==> config.mk <==
export PLATFORM = sky130hd
export DESIGN_NAME = jts16_gfx_rom
export DESIGN_NICKNAME = d
export VERILOG_FILES = /design/src/rtl/jts16_rom_pkg.sv /design/src/rtl/jts16_rom_slot.sv /design/src/rtl/jts16_gfx_rom.sv
export SDC_FILE = /design/constraint.sdc
export NUM_CORES = 1
export LEC_CHECK = 0
export BUFFER_PORTS_ARGS = -buffer_cell sky130_fd_sc_hd__buf_4
export CORE_UTILIZATION = 35
export DETAILED_ROUTE_END_ITERATION = 8
export PLACE_DENSITY = 0.54
export SLEW_MARGIN = 25
export SYNTH_ARGS = -nofsm -noshare
export SYNTH_HDL_FRONTEND = slang
export SYNTH_SLANG_ARGS = --single-unit
==> constraint.sdc <==
create_clock -name clk -period 5 [get_ports clk]
set_clock_uncertainty 0.1 [all_clocks]
set_input_delay 0.75 -clock clk [delete_from_list [all_inputs] [get_ports clk]]
set_output_delay 0.75 -clock clk [all_outputs]
set_load 0.03 [all_outputs]
==> src/rtl/jts16_rom_pkg.sv <==
// jts16_rom_pkg: shared types, slot ids and default ROM offsets for the gfx ROM responder
// No ports; provides the fetch FSM state type, slot indices and the SDRAM address helper.
package jts16_rom_pkg;
    typedef enum logic [1:0] {ST_IDLE, ST_WAIT_ACK, ST_WAIT_DATA} state_t;
    localparam logic [1:0] SLOT_CHAR = 2'd0;
    localparam logic [1:0] SLOT_SCR1 = 2'd1;
    localparam logic [1:0] SLOT_SCR2 = 2'd2;
    localparam logic [1:0] SLOT_OBJ  = 2'd3;
    localparam logic [21:0] DEF_CHAR_OFFSET = 22'h00000;
    localparam logic [21:0] DEF_SCR_OFFSET  = 22'h08000;
    localparam logic [21:0] DEF_OBJ_OFFSET  = 22'h40000;
    // A 32-bit tag covers two 16-bit SDRAM words; the sum wraps at 22 bits.
    function automatic logic [21:0] word_addr(input logic [21:0] offset, input logic [16:0] tag);
        return offset + {4'd0, tag, 1'b0};
    endfunction
endpackage

==> src/rtl/jts16_rom_slot.sv <==
// jts16_rom_slot: one-entry word cache for a single layer fetch port
// Ports: clk/rst_n; en gates the port; tag_in is the current request tag;
// wr/wr_tag/wr_data fill the entry; miss feeds the arbiter; ok/data are registered outputs.
module jts16_rom_slot #(
    parameter int TW = 17
) (
    input  logic          clk,
    input  logic          rst_n,
    input  logic          en,
    input  logic [TW-1:0] tag_in,
    input  logic          wr,
    input  logic [TW-1:0] wr_tag,
    input  logic [31:0]   wr_data,
    output logic          miss,
    output logic          ok,
    output logic [31:0]   data
);
    logic [TW-1:0] tag_q, tag_d;
    logic [31:0]   word_q, word_d, data_q, data_d;
    logic          valid_q, valid_d, ok_q, ok_d, hit;
    always_comb begin
        hit     = valid_q && (tag_q == tag_in);
        tag_d   = wr ? wr_tag : tag_q;
        word_d  = wr ? wr_data : word_q;
        valid_d = valid_q | wr;
        ok_d    = en && hit;
        data_d  = hit ? word_q : data_q;
    end
    always_ff @(posedge clk or negedge rst_n) begin
        if (!rst_n) begin
            tag_q   <= '0;
            word_q  <= '0;
            valid_q <= 1'b0;
            ok_q    <= 1'b0;
            data_q  <= '0;
        end else begin
            tag_q   <= tag_d;
            word_q  <= word_d;
            valid_q <= valid_d;
            ok_q    <= ok_d;
            data_q  <= data_d;
        end
    end
    assign miss = en && !hit;
    assign ok   = ok_q;
    assign data = data_q;
endmodule

==> src/rtl/jts16_gfx_rom.sv <==
// jts16_gfx_rom: serves char/scr1/scr2/obj tile fetches from SDRAM through per-port word caches
// Ports: *_addr in / *_data, *_ok out per layer (obj_cs enables the obj port);
// sdram_req/sdram_addr out, sdram_ack/sdram_rdy/sdram_din in for the single SDRAM read channel.
module jts16_gfx_rom import jts16_rom_pkg::*; #(
    parameter logic [21:0] CHAR_OFFSET = DEF_CHAR_OFFSET,
    parameter logic [21:0] SCR_OFFSET  = DEF_SCR_OFFSET,
    parameter logic [21:0] OBJ_OFFSET  = DEF_OBJ_OFFSET
) (
    input  logic        clk,
    input  logic        rst_n,
    input  logic [12:0] char_addr,
    output logic [31:0] char_data,
    output logic        char_ok,
    input  logic [16:0] scr1_addr,
    output logic [31:0] scr1_data,
    output logic        scr1_ok,
    input  logic [16:0] scr2_addr,
    output logic [31:0] scr2_data,
    output logic        scr2_ok,
    input  logic        obj_cs,
    input  logic [17:0] obj_addr,
    output logic [15:0] obj_data,
    output logic        obj_ok,
    output logic        sdram_req,
    output logic [21:0] sdram_addr,
    input  logic        sdram_ack,
    input  logic        sdram_rdy,
    input  logic [31:0] sdram_din
);
    state_t            state_q, state_d;
    logic [1:0]        slot_q, slot_d, sel;
    logic [16:0]       tag_q, tag_d;
    logic              req_q, req_d, obj_half_q, obj_half_d, obj_ok_q;
    logic [21:0]       addr_q, addr_d;
    logic [3:0]        miss, wr;
    logic [3:0][16:0]  tags;
    logic [3:0][21:0]  addrs;
    logic [31:0]       obj_word;
    always_comb begin
        tags[SLOT_CHAR]  = {4'd0, char_addr};
        tags[SLOT_SCR1]  = scr1_addr;
        tags[SLOT_SCR2]  = scr2_addr;
        tags[SLOT_OBJ]   = obj_addr[17:1];
        addrs[SLOT_CHAR] = word_addr(CHAR_OFFSET, tags[SLOT_CHAR]);
        addrs[SLOT_SCR1] = word_addr(SCR_OFFSET, tags[SLOT_SCR1]);
        addrs[SLOT_SCR2] = word_addr(SCR_OFFSET, tags[SLOT_SCR2]);
        addrs[SLOT_OBJ]  = word_addr(OBJ_OFFSET, tags[SLOT_OBJ]);
        sel = miss[SLOT_CHAR] ? SLOT_CHAR : miss[SLOT_SCR1] ? SLOT_SCR1 :
              miss[SLOT_SCR2] ? SLOT_SCR2 : SLOT_OBJ;
        state_d    = state_q;
        slot_d     = slot_q;
        tag_d      = tag_q;
        req_d      = req_q;
        addr_d     = addr_q;
        wr         = '0;
        obj_half_d = obj_addr[0];
        case (state_q)
            ST_IDLE: if (|miss) begin
                slot_d  = sel;
                tag_d   = tags[sel];
                addr_d  = addrs[sel];
                req_d   = 1'b1;
                state_d = ST_WAIT_ACK;
            end
            ST_WAIT_ACK: if (sdram_ack) begin
                req_d   = 1'b0;
                state_d = ST_WAIT_DATA;
            end
            ST_WAIT_DATA: if (sdram_rdy) begin
                // Fill uses the latched slot/tag, so an address change mid-fetch lands under the old tag.
                wr[slot_q] = 1'b1;
                state_d    = ST_IDLE;
            end
            default: state_d = ST_IDLE;
        endcase
    end
    always_ff @(posedge clk or negedge rst_n) begin
        if (!rst_n) begin
            state_q    <= ST_IDLE;
            slot_q     <= SLOT_CHAR;
            tag_q      <= '0;
            req_q      <= 1'b0;
            addr_q     <= '0;
            obj_half_q <= 1'b0;
        end else begin
            state_q    <= state_d;
            slot_q     <= slot_d;
            tag_q      <= tag_d;
            req_q      <= req_d;
            addr_q     <= addr_d;
            obj_half_q <= obj_half_d;
        end
    end
    jts16_rom_slot #(.TW(13)) u_char (
        .clk(clk), .rst_n(rst_n), .en(1'b1), .tag_in(char_addr),
        .wr(wr[SLOT_CHAR]), .wr_tag(tag_q[12:0]), .wr_data(sdram_din),
        .miss(miss[SLOT_CHAR]), .ok(char_ok), .data(char_data)
    );
    jts16_rom_slot #(.TW(17)) u_scr1 (
        .clk(clk), .rst_n(rst_n), .en(1'b1), .tag_in(scr1_addr),
        .wr(wr[SLOT_SCR1]), .wr_tag(tag_q), .wr_data(sdram_din),
        .miss(miss[SLOT_SCR1]), .ok(scr1_ok), .data(scr1_data)
    );
    jts16_rom_slot #(.TW(17)) u_scr2 (
        .clk(clk), .rst_n(rst_n), .en(1'b1), .tag_in(scr2_addr),
        .wr(wr[SLOT_SCR2]), .wr_tag(tag_q), .wr_data(sdram_din),
        .miss(miss[SLOT_SCR2]), .ok(scr2_ok), .data(scr2_data)
    );
    jts16_rom_slot #(.TW(17)) u_obj (
        .clk(clk), .rst_n(rst_n), .en(obj_cs), .tag_in(obj_addr[17:1]),
        .wr(wr[SLOT_OBJ]), .wr_tag(tag_q), .wr_data(sdram_din),
        .miss(miss[SLOT_OBJ]), .ok(obj_ok_q), .data(obj_word)
    );
    // obj_ok drops combinationally with obj_cs; the half select is registered to track obj_word.
    assign obj_ok     = obj_ok_q && obj_cs;
    assign obj_data   = obj_half_q ? obj_word[31:16] : obj_word[15:0];
    assign sdram_req  = req_q;
    assign sdram_addr = addr_q;
endmodule

==> reports/results.ini <==
[status]
outcome=completed

[synthesis]
synth-warning-count=0
netlist.top_cell.by_area=sky130_fd_sc_hd__dfrtp_1
seq_area_frac_synth_pct=59.3
synth_top_area_share_pct=59.3
synth_async_sr_flop_share_pct=100
synthMostInstantiatedCell=sky130_fd_sc_hd__dfrtp_1
synth_cells=1167
number_of_synthesized_flops_with_an_enable_pin=0
synth.lib_cells_used.distinct=49
syn-mean-instance-area_um2=12.8
post_synth_main_area_contributors=sky130_fd_sc_hd__dfrtp_1, sky130_fd_sc_hd__mux2_2, sky130_fd_sc_hd__nand2_1
synthesis.area_um2=15000
dominantRegCellSynth=sky130_fd_sc_hd__dfrtp_1
yosys-top-cells-count=sky130_fd_sc_hd__dfrtp_1, sky130_fd_sc_hd__mux2_2, sky130_fd_sc_hd__nand2_1, sky130_fd_sc_hd__xnor2_1, sky130_fd_sc_hd__clkbuf_1
ys_seq_elements=355

[drt]
wl_mm=42.1
drc_errors=0
detail_route.first_pass.iterations=5
avgViaCountPerCell=4.99
first_iter_violations=484
drtAntennaViolNets=0
post_drt_wl_per_cell_um=21.4
route.vias.total=9828

[worst_setup_path]
criticalPathCategory=reg -> reg
reg2reg_to=u_scr1.data[21]
crit_slowest_cell=sky130_fd_sc_hd__and2_2
critPathMaxStageDelay_ns=0.91
path_max_fanout=38
cp.buffers_inverters=1
timing.critical_path.required_ns=5.35
regToRegSetupSlack_ns=1.85
cp.arrival_ns=3.49
critical_path.reg2reg.startpoint=u_scr1.tag_q[14]
reg2regPathDepth=5
path_cells=xnor2_1 -> nor4bb_1 -> and2_2 -> buf_4 -> mux2_2
nature_of_the_critical_path_startpoint=flop
worstSetupEndpointType=flop
path_delay_family=simple AND/OR/NAND/NOR gates

[grt]
grt_antenna_before_repair=1
overflow=0
global_route.usage.total_pct=19.6
grt_pass1_wl_mm=64.3
grt_start_max_net_pins=118
via_count_of_the_first_global_routing_pass=10200

[sta]
report.final.setup_viol=0
worst_pin_slew_ns=0.972
achievable_freq_mhz=318
finalSetupTns_ns=0
timing.max_slew.rel_slack_pct=35.2
post_layout_minimum_cycle_time_ns=3.15
finalHoldViolCount=0
finalCritPeriodShare_pct=62.9
rsz0062_at_grt=false
timing_max_transition_violations_final=0

[floorplan]
design.core.area_um2=42100
placementRows=75
die_area_um2=43700
chipHeight_um=209
chipWidth_um=209
io-pin-count=241
initial_core_util_pct=35.6

[clock_network]
clkSinkCount=355
tritoncts=done
htree_levels=2
max-clock-path-buffers=3
clk_pin_slew_worst_paths_ns=0.06
worst_skew_pair.late_latency_ns=0.56
post_cts_resized=0
cts_buffers=41
cts_root_buffer=sky130_fd_sc_hd__clkbuf_16
cts_hold_buf=0
post_cts.repair.setup_buffers=0

[run]
drv_cap=0

[cells_and_area]
area_delta_synth_final_pct=25.4
seqCellArea_um2=8880
area_occupied_by_multi_input_gates_um2=5770
postLayoutCoreUtil_pct=44.6
fillCellCount=3906
nets=1501
final_layout_size_suffix_gt1_share_pct=44.0

[place]
hpwl_mm=29.2
total_of_buffers_placed_on_input_and_output_ports=236
place.gp.congestion=0.865

[hold_path]
hold_class=in -> async

[pwr]
cellLeakagePower_nw=9.47
vdd.ir_drop.worst_mv=0.313
power.density_cell_area_nw_per_um2=435

metrics by stage:
step	area [µm²]	setup WS (ns)	hold slack (ns)	instances	total power, mW
floorplan	15000	2.26	0.341	1170	4.53
global placement	17300	1.31	0.349	1893	4.96
detailed placement	17300	1.31	0.356	1893	4.99
CTS	18800	1.84	0.166	1968	8.28
global route	18800	1.59	0.170	1968	8.54
finish	18800	1.85	0.148	1969	8.17
layout by cell type, fill, tap and decap left out, types with 6 or more instances in the layout:
cell type and count:
sky130_fd_sc_hd__clkbuf_1 8, sky130_fd_sc_hd__nand4_1 27, sky130_fd_sc_hd__bufinv_16 6, sky130_fd_sc_hd__inv_1 6, sky130_fd_sc_hd__mux2_4 7, sky130_fd_sc_hd__clkbuf_8 10, sky130_fd_sc_hd__xnor2_1 59, sky130_fd_sc_hd__a211oi_1 15
sky130_fd_sc_hd__mux2_2 281, sky130_fd_sc_hd__nor3_1 6, sky130_fd_sc_hd__xor2_1 8, sky130_fd_sc_hd__o21ai_0 24, sky130_fd_sc_hd__o21ai_1 10, sky130_fd_sc_hd__buf_4 253, sky130_fd_sc_hd__dfrtp_1 355, sky130_fd_sc_hd__nand2_1 218
sky130_fd_sc_hd__nor2_1 6, sky130_fd_sc_hd__and3_1 14, sky130_fd_sc_hd__clkbuf_16 42
layout make-up:
| cell class | instances | share of cell area (%) |
|---|---|---|
| diodes | 1 | 0.0133 |
| clock buffers | 60 | 6.48 |
| repair buffers | 257 | 10.5 |
| flip-flops and latches | 355 | 47.2 |
| well taps | 539 | 3.59 |
| clock inverters | 15 | 1.36 |
| inverters | 6 | 0.120 |
| multi-input cells | 736 | 30.7 |
routing by layer:
metal	vias up	part of all wire [%]	global-route usage, %
met4	0	3.1	7.28
li1	4464	-	-
met2	271	46	31.0
met3	71	6.5	4.63
met1	5022	44	26.2
met5	-	0	0
power breakdown:
group / internal (mW) / switching [mW] / total, mW / leakage, nW
Combinational: 0.665 / 0.617 / 1.28 / 3.98
Clock: 2.01 / 1.23 / 3.24 / 0.720
Sequential: 3.31 / 0.340 / 3.65 / 4.77
Total: 5.99 / 2.19 / 8.17 / 9.47
kinds of logic (layout without fill, tap and decap cells):
family | after synthesis | count (layout) | share of synthesized area, %
fa+ha+maj | 2 | 2 | 0.167
buf+inv | 79 | 338 | 2.51
flops | 355 | 355 | 59.3
xor+xnor | 67 | 67 | 3.92
compound gates | 65 | 65 | 2.81
simple gates | 305 | 305 | 9.16
mux | 293 | 293 | 22.1
other cells | 1 | 5 | 0.0250
worst max path at each step:
stage                      from               to  slack [ns]  cells past startpoint
2_1_floorplan      char_addr[6]        tag_q[10]        2.26                      8
3_3_place_gp      scr1_addr[14]  u_scr1.data[31]        1.31                      6
3_5_place_dp      scr1_addr[14]  u_scr1.data[21]        1.31                      6
4_1_cts        u_scr1.tag_q[14]  u_scr1.data[21]        1.84                      5
5_1_grt         u_scr1.tag_q[7]  u_scr1.data[31]        1.59                      6
6_report       u_scr1.tag_q[14]  u_scr1.data[21]        1.85                      5
flip-flops by register name, indices dropped and copies added (netlist names), 17 cells and up:
name	flops
u_obj.data	32
u_char.word_q	32
u_scr2.word_q	32
u_scr1.word_q	32
u_scr2.data	32
u_obj.tag_q	17
u_scr1.tag_q	17
u_scr2.tag_q	17
u_obj.word_q	32
u_char.data	32
u_scr1.data	32
tag_q	17
Note: power is estimated with default switching activity, not from simulation.
